**src/rtl/ir_xmit.sv**
```systemverilog
// ---------------------------------------------------------------------------
// ir_xmit -- NEC infrared transmitter.
//
// Sends a full NEC frame (16T lead mark, 8T lead space, 32 data bits, 1T stop
// mark) or a NEC repeat code (16T lead mark, 4T space, 1T stop mark). Either
// one is followed by a mandatory idle gap of GAP_UNITS*T.
//
// Ports:
//   clk27      in   sole clock
//   reset_n    in   asynchronous active-low reset
//   ir_code    in   [15:8] address, [7:0] command; latched when send is taken
//   send       in   start request, looked at every cycle while idle
//   rpt        in   with an accepted send, transmit a repeat code instead
//   busy       out  transmission or gap in progress
//   ir_tx      out  carrier-modulated LED drive, high = LED on
//   ir_env_n   out  unmodulated envelope, low during marks, idle high
//   frame_done out  one-cycle pulse in the last gap cycle
//   dbg_state  out  current FSM state encoding
//
// Handshake: send is a level request. It is taken in any cycle where busy is
// low (the frame_done cycle still has busy high, so it is not taken there);
// while busy is high it is ignored and nothing is queued.
// ---------------------------------------------------------------------------
module ir_xmit #(
  parameter int UNIT_CYCLES = 15188,
  parameter int CARRIER_DIV = 711,
  parameter int GAP_UNITS   = 72
) (
  input  logic        clk27,
  input  logic        reset_n,
  input  logic [15:0] ir_code,
  input  logic        send,
  input  logic        rpt,
  output logic        busy,
  output logic        ir_tx,
  output logic        ir_env_n,
  output logic        frame_done,
  output logic [2:0]  dbg_state
);

  typedef enum logic [2:0] {
    IDLE       = 3'd0,
    LEAD_MARK  = 3'd1,
    LEAD_SPACE = 3'd2,
    REP_SPACE  = 3'd3,
    BIT_MARK   = 3'd4,
    BIT_SPACE  = 3'd5,
    STOP_MARK  = 3'd6,
    GAP        = 3'd7
  } state_t;

  localparam int CW       = (UNIT_CYCLES > 1) ? $clog2(UNIT_CYCLES) : 1;
  localparam int UNIT_MAX = (GAP_UNITS > 16) ? GAP_UNITS : 16;
  localparam int UW       = $clog2(UNIT_MAX);
  localparam int KW       = (CARRIER_DIV > 1) ? $clog2(CARRIER_DIV) : 1;

  localparam logic [CW-1:0] CYC_LAST = CW'(UNIT_CYCLES - 1);
  localparam logic [KW-1:0] CAR_LAST = KW'(CARRIER_DIV - 1);
  localparam logic [KW-1:0] CAR_HALF = KW'(CARRIER_DIV / 2);
  localparam logic [UW-1:0] GAP_LAST = UW'(GAP_UNITS - 1);

  state_t        state_q, state_d;
  logic [CW-1:0] cyc_q, cyc_d;        // cycle within the current unit
  logic [UW-1:0] units_q, units_d;    // unit within the current state
  logic [4:0]    bit_idx_q, bit_idx_d;
  logic [31:0]   data_q, data_d;
  logic          rpt_q, rpt_d;
  logic [KW-1:0] car_q, car_d;
  logic          busy_q, busy_d;
  logic          tx_q, tx_d;
  logic          env_n_q, env_n_d;
  logic          done_q, done_d;

  logic          cur_bit;
  logic [UW-1:0] len_m1;
  logic          unit_end;
  logic          state_end;
  logic          mark_q;
  logic          mark_d;

  always_comb begin
    state_d   = state_q;
    cyc_d     = cyc_q;
    units_d   = units_q;
    bit_idx_d = bit_idx_q;
    data_d    = data_q;
    rpt_d     = rpt_q;
    cur_bit   = data_q[bit_idx_q];

    // Length of the current state in units, minus one.
    len_m1 = '0;
    case (state_q)
      LEAD_MARK:  len_m1 = UW'(15);
      LEAD_SPACE: len_m1 = UW'(7);
      REP_SPACE:  len_m1 = UW'(3);
      BIT_SPACE:  len_m1 = cur_bit ? UW'(2) : UW'(0);
      GAP:        len_m1 = GAP_LAST;
      default:    len_m1 = '0;
    endcase

    unit_end  = (cyc_q == CYC_LAST);
    state_end = (state_q != IDLE) && unit_end && (units_q == len_m1);

    if (state_q != IDLE) begin
      cyc_d = unit_end ? '0 : cyc_q + 1'b1;
      if (state_end)     units_d = '0;
      else if (unit_end) units_d = units_q + 1'b1;
    end

    case (state_q)
      IDLE: begin
        if (send) begin
          state_d   = LEAD_MARK;
          // Transmission order is bit 0 first: address, ~address, command, ~command.
          data_d    = {~ir_code[7:0], ir_code[7:0], ~ir_code[15:8], ir_code[15:8]};
          rpt_d     = rpt;
          bit_idx_d = '0;
          cyc_d     = '0;
          units_d   = '0;
        end
      end
      LEAD_MARK:  if (state_end) state_d = rpt_q ? REP_SPACE : LEAD_SPACE;
      LEAD_SPACE: if (state_end) state_d = BIT_MARK;
      REP_SPACE:  if (state_end) state_d = STOP_MARK;
      BIT_MARK:   if (state_end) state_d = BIT_SPACE;
      BIT_SPACE: begin
        if (state_end) begin
          bit_idx_d = bit_idx_q + 1'b1;
          state_d   = (bit_idx_q == 5'd31) ? STOP_MARK : BIT_MARK;
        end
      end
      STOP_MARK:  if (state_end) state_d = GAP;
      GAP:        if (state_end) state_d = IDLE;
      default:    state_d = IDLE;
    endcase

    mark_q = (state_q == LEAD_MARK) || (state_q == BIT_MARK) || (state_q == STOP_MARK);
    mark_d = (state_d == LEAD_MARK) || (state_d == BIT_MARK) || (state_d == STOP_MARK);

    // Marks never follow marks directly, so entering a mark restarts the
    // carrier phase and every mark begins with the LED on.
    if (!mark_d || !mark_q) car_d = '0;
    else if (car_q == CAR_LAST) car_d = '0;
    else car_d = car_q + 1'b1;

    // Outputs are registered from next-state values so they line up with state_q.
    busy_d  = (state_d != IDLE);
    env_n_d = !mark_d;
    tx_d    = mark_d && (car_d < CAR_HALF);
    done_d  = (state_d == GAP) && (cyc_d == CYC_LAST) && (units_d == GAP_LAST);
  end

  always_ff @(posedge clk27 or negedge reset_n) begin
    if (!reset_n) begin
      state_q   <= IDLE;
      cyc_q     <= '0;
      units_q   <= '0;
      bit_idx_q <= '0;
      data_q    <= '0;
      rpt_q     <= 1'b0;
      car_q     <= '0;
      busy_q    <= 1'b0;
      tx_q      <= 1'b0;
      env_n_q   <= 1'b1;
      done_q    <= 1'b0;
    end else begin
      state_q   <= state_d;
      cyc_q     <= cyc_d;
      units_q   <= units_d;
      bit_idx_q <= bit_idx_d;
      data_q    <= data_d;
      rpt_q     <= rpt_d;
      car_q     <= car_d;
      busy_q    <= busy_d;
      tx_q      <= tx_d;
      env_n_q   <= env_n_d;
      done_q    <= done_d;
    end
  end

  assign busy       = busy_q;
  assign ir_tx      = tx_q;
  assign ir_env_n   = env_n_q;
  assign frame_done = done_q;
  assign dbg_state  = state_q;

endmodule

```
**config.mk**
```make
export PLATFORM = sky130hd
export DESIGN_NAME = ir_xmit
export DESIGN_NICKNAME = d
export VERILOG_FILES = /design/src/rtl/ir_xmit.sv
export SDC_FILE = /design/constraint.sdc
export NUM_CORES = 1
export LEC_CHECK = 0
export BUFFER_PORTS_ARGS = -buffer_cell sky130_fd_sc_hd__buf_2
export CAP_MARGIN = 10
export CORE_UTILIZATION = 40
export CTS_BUF_LIST = sky130_fd_sc_hd__clkbuf_16
export DETAILED_ROUTE_END_ITERATION = 8
export PLACE_DENSITY = 0.65
export SYNTH_ARGS = -nofsm -noshare
export SYNTH_HDL_FRONTEND = slang
export SYNTH_SLANG_ARGS = --single-unit
```
**constraint.sdc**
```tcl
create_clock -name clk27 -period 5.2 [get_ports clk27]
set_input_delay 0.52 -clock clk27 [delete_from_list [all_inputs] [get_ports clk27]]
set_output_delay 0.52 -clock clk27 [all_outputs]
set_load 0.005 [all_outputs]
```
==> out/qor.yml <==
status: "finished clean"
nFillCells: 938
die_height_um: 104
synth_most_common_cell: "nand2_1"
placed_cells: 581
clockRootBuffer: "clkbuf_16"
io_buffer_count: 26
dp_hpwl_um: 6180
drive_gt1_frac: 0.139
p_leak_nw: 2.05
whs_ns: 0.340
die-width_um: 104
core_area_um2: 10200
ys_types: 65
skew_ns: 0.00722
rsz0062_at_grt: "false"
synth-edff-count: 0
critical_path.cell_chain: "nor3_1, nand2_1, buf_4, o21ai_1, or4_1, or3_1, nor4_2, o211a_1, and4_1"
cts_buffer_depth: 2
hold_violations: 0
critPathMaxStageDelay_ns: 0.79
diodes: 0
grt_pass1_vias: 3131
stdcell_count: 597
syn_nets: 467
clkSlewWorstSetupHoldPaths_ns: 0.06
ys_async_sr_fraction: 1.00
vias: 3211
min_path_type: "input pin to async pin"
post-place-ws_ns: 1.72
drt_wl_total_um: 8960
post-synth-top-area-cell: "dfrtp_1"
critPathMaxFanout: 22
yosys_most_used_dff: "dfrtp_1"
finalCriticalPeriod_ns: 3.45
crit_type: "flip-flop to flip-flop"
cp.arrival_ns: 3.71
ys_seq_elements: 76
syn_inst: 441
clock-sinks: 76
yosysSeqAreaShare: 0.453
crit_path_end_kind: "flip-flop"
setup-violations-final: 0
finalInstanceArea_um2: 4750
max_slew_margin: 0.366
ios: 27
place_congestion: 0.904
fmax_mhz: 290
syn_avg_cell_area_um2: 9.53
place_area_um2: 4410
syn_area_um2: 4200
wl_per_cell_um: 15.0
maxSlewViolCount: 0
synthTopCellsByCount: "nand2_1, dfrtp_1, nor2_1, xnor2_1, o21a_1"
power_density_nw_per_um2: 395
grtUsageTotal: 0.176
post_cts_resized: 0
setup_tns_ns: 0
drv_cap: 0
setup_ws_ns: 1.75
clk_latency_ns: 0.33
dieArea_um2: 10900
cts_tree: "built"
viasPerCell: 5.38
start_util: 0.411
grt_max_degree: 77
netlist_top_cells_area: "dfrtp_1, nand2_1, nor2_1"
worst_slew_pin_slew_ns: 0.944
yosys_warnings: 0
fin_nets: 482
antenna_found_initial: 0
first_iter_violations: 216
rows: 37
htree_levels: 3
ir_drop_mv: 0.200
area_delta_synth_final_pct: 13.2
worstPathRequired_ns: 5.47
post-route-period-util: 0.663
grt_overflow_total: 0
cts_buffers: 9
grt_pass1_wl_um: 15300
drc: 0
startpoint_type: "flip-flop"
synth_top_area_share: 0.447
cts_setup_buffers: 0
drt_pass1_iterations: 4
cp_slowest_cell: "dfrtp_1"
cts_hold_buf: 0
ant_nets: 0
logic make-up after synthesis:
family	after synthesis	share of synthesized area
xor gates and xnor gates	30	0.0625
muxes	18	0.0584
buffers and inverters	34	0.0348
adders and majority gates	6	0.0179
AOI/OAI and AO/OA	61	0.112
DFF	76	0.453
and+or+nand+nor	216	0.261
final timing paths:
check,start,to,slack (ns),cells after the start
min,reset_n,frame_done$_DFF_PN0_,0.34,1
max in group asynchronous,reset_n,car_q[9]$_DFF_PN0_,4.25,1
max,dbg_state[1]$_DFF_PN0_,frame_done$_DFF_PN0_,1.75,9
min in group clk27,ir_code[7],data_q[31]$_DFFE_PN0P_,0.37,2
min reg2reg,data_q[22]$_DFFE_PN0P_,data_q[22]$_DFFE_PN0P_,0.47,2
max reg2reg,dbg_state[1]$_DFF_PN0_,frame_done$_DFF_PN0_,1.75,9
sequential cells by signal (all words and copies together) (netlist names), 3 cells and up:
| register | cells |
|---|---|
| dbg_state | 3 |
| bit_idx_q | 5 |
| units_q | 7 |
| cyc_q | 14 |
| data_q | 32 |
| car_q | 10 |
routing by layer:
layer	share of wire	global-route usage	wire [um]
met2	0.47	0.272	4220
met3	0.039	0.0363	349
met4	0.020	0.0704	177
met1	0.47	0.239	4210
met5	0	0	0
final cells by class:
cell class                      instances  area [um^2]  share of cell area
Clock buffer                            9          225              0.0474
Clock inverter                          7          115              0.0242
Inverter                                9         33.8             0.00711
Multi-Input combinational cell        331         2150               0.453
Sequential cell                        76         1900               0.400
Tap cell                              136          170              0.0358
Timing Repair Buffer                   29          155              0.0326
placed cells by master, fill, tap and decap left out, types with 5 or more instances in the layout:
cell | Yosys | routed
mux4_2 | 5 | 5
nand2b_1 | 7 | 7
ha_1 | 6 | 6
nand2_1 | 76 | 76
mux2i_1 | 11 | 11
buf_2 | 6 | 25
clkbuf_16 | 0 | 9
nand4_1 | 6 | 6
dfrtp_1 | 75 | 75
a21oi_1 | 8 | 8
xor2_1 | 12 | 12
nor2_1 | 44 | 44
and3_1 | 8 | 8
nand3_1 | 11 | 11
xnor2_1 | 18 | 18
and2_1 | 6 | 6
nor4_1 | 9 | 9
inv_1 | 9 | 10
or3_1 | 6 | 6
o21a_1 | 17 | 17
a31oi_1 | 5 | 5
nor3_1 | 15 | 15
power by group:
group | internal [mW] | total [mW] | switching (mW)
clock network | 0.468 | 0.713 | 0.245
logic | 0.168 | 0.344 | 0.176
registers | 0.713 | 0.820 | 0.106
stage by stage:
step | utilization | total power, mW
floorplan | - | 1.07
global placement | 0.431 | 1.16
detailed placement | 0.431 | 1.17
CTS | 0.465 | 1.89
global route | 0.465 | 1.98
finish | 0.465 | 1.88
critical path, delay by kind of cell (launching register included):
family / cells / cell delay, ns
AOI/OAI and AO/OA: 2 / 0.54
buffers and inverters: 1 / 0.26
DFF: 1 / 0.79
and+or+nand+nor: 6 / 1.79
No activity file was read; power rests on OpenSTA's default activity.
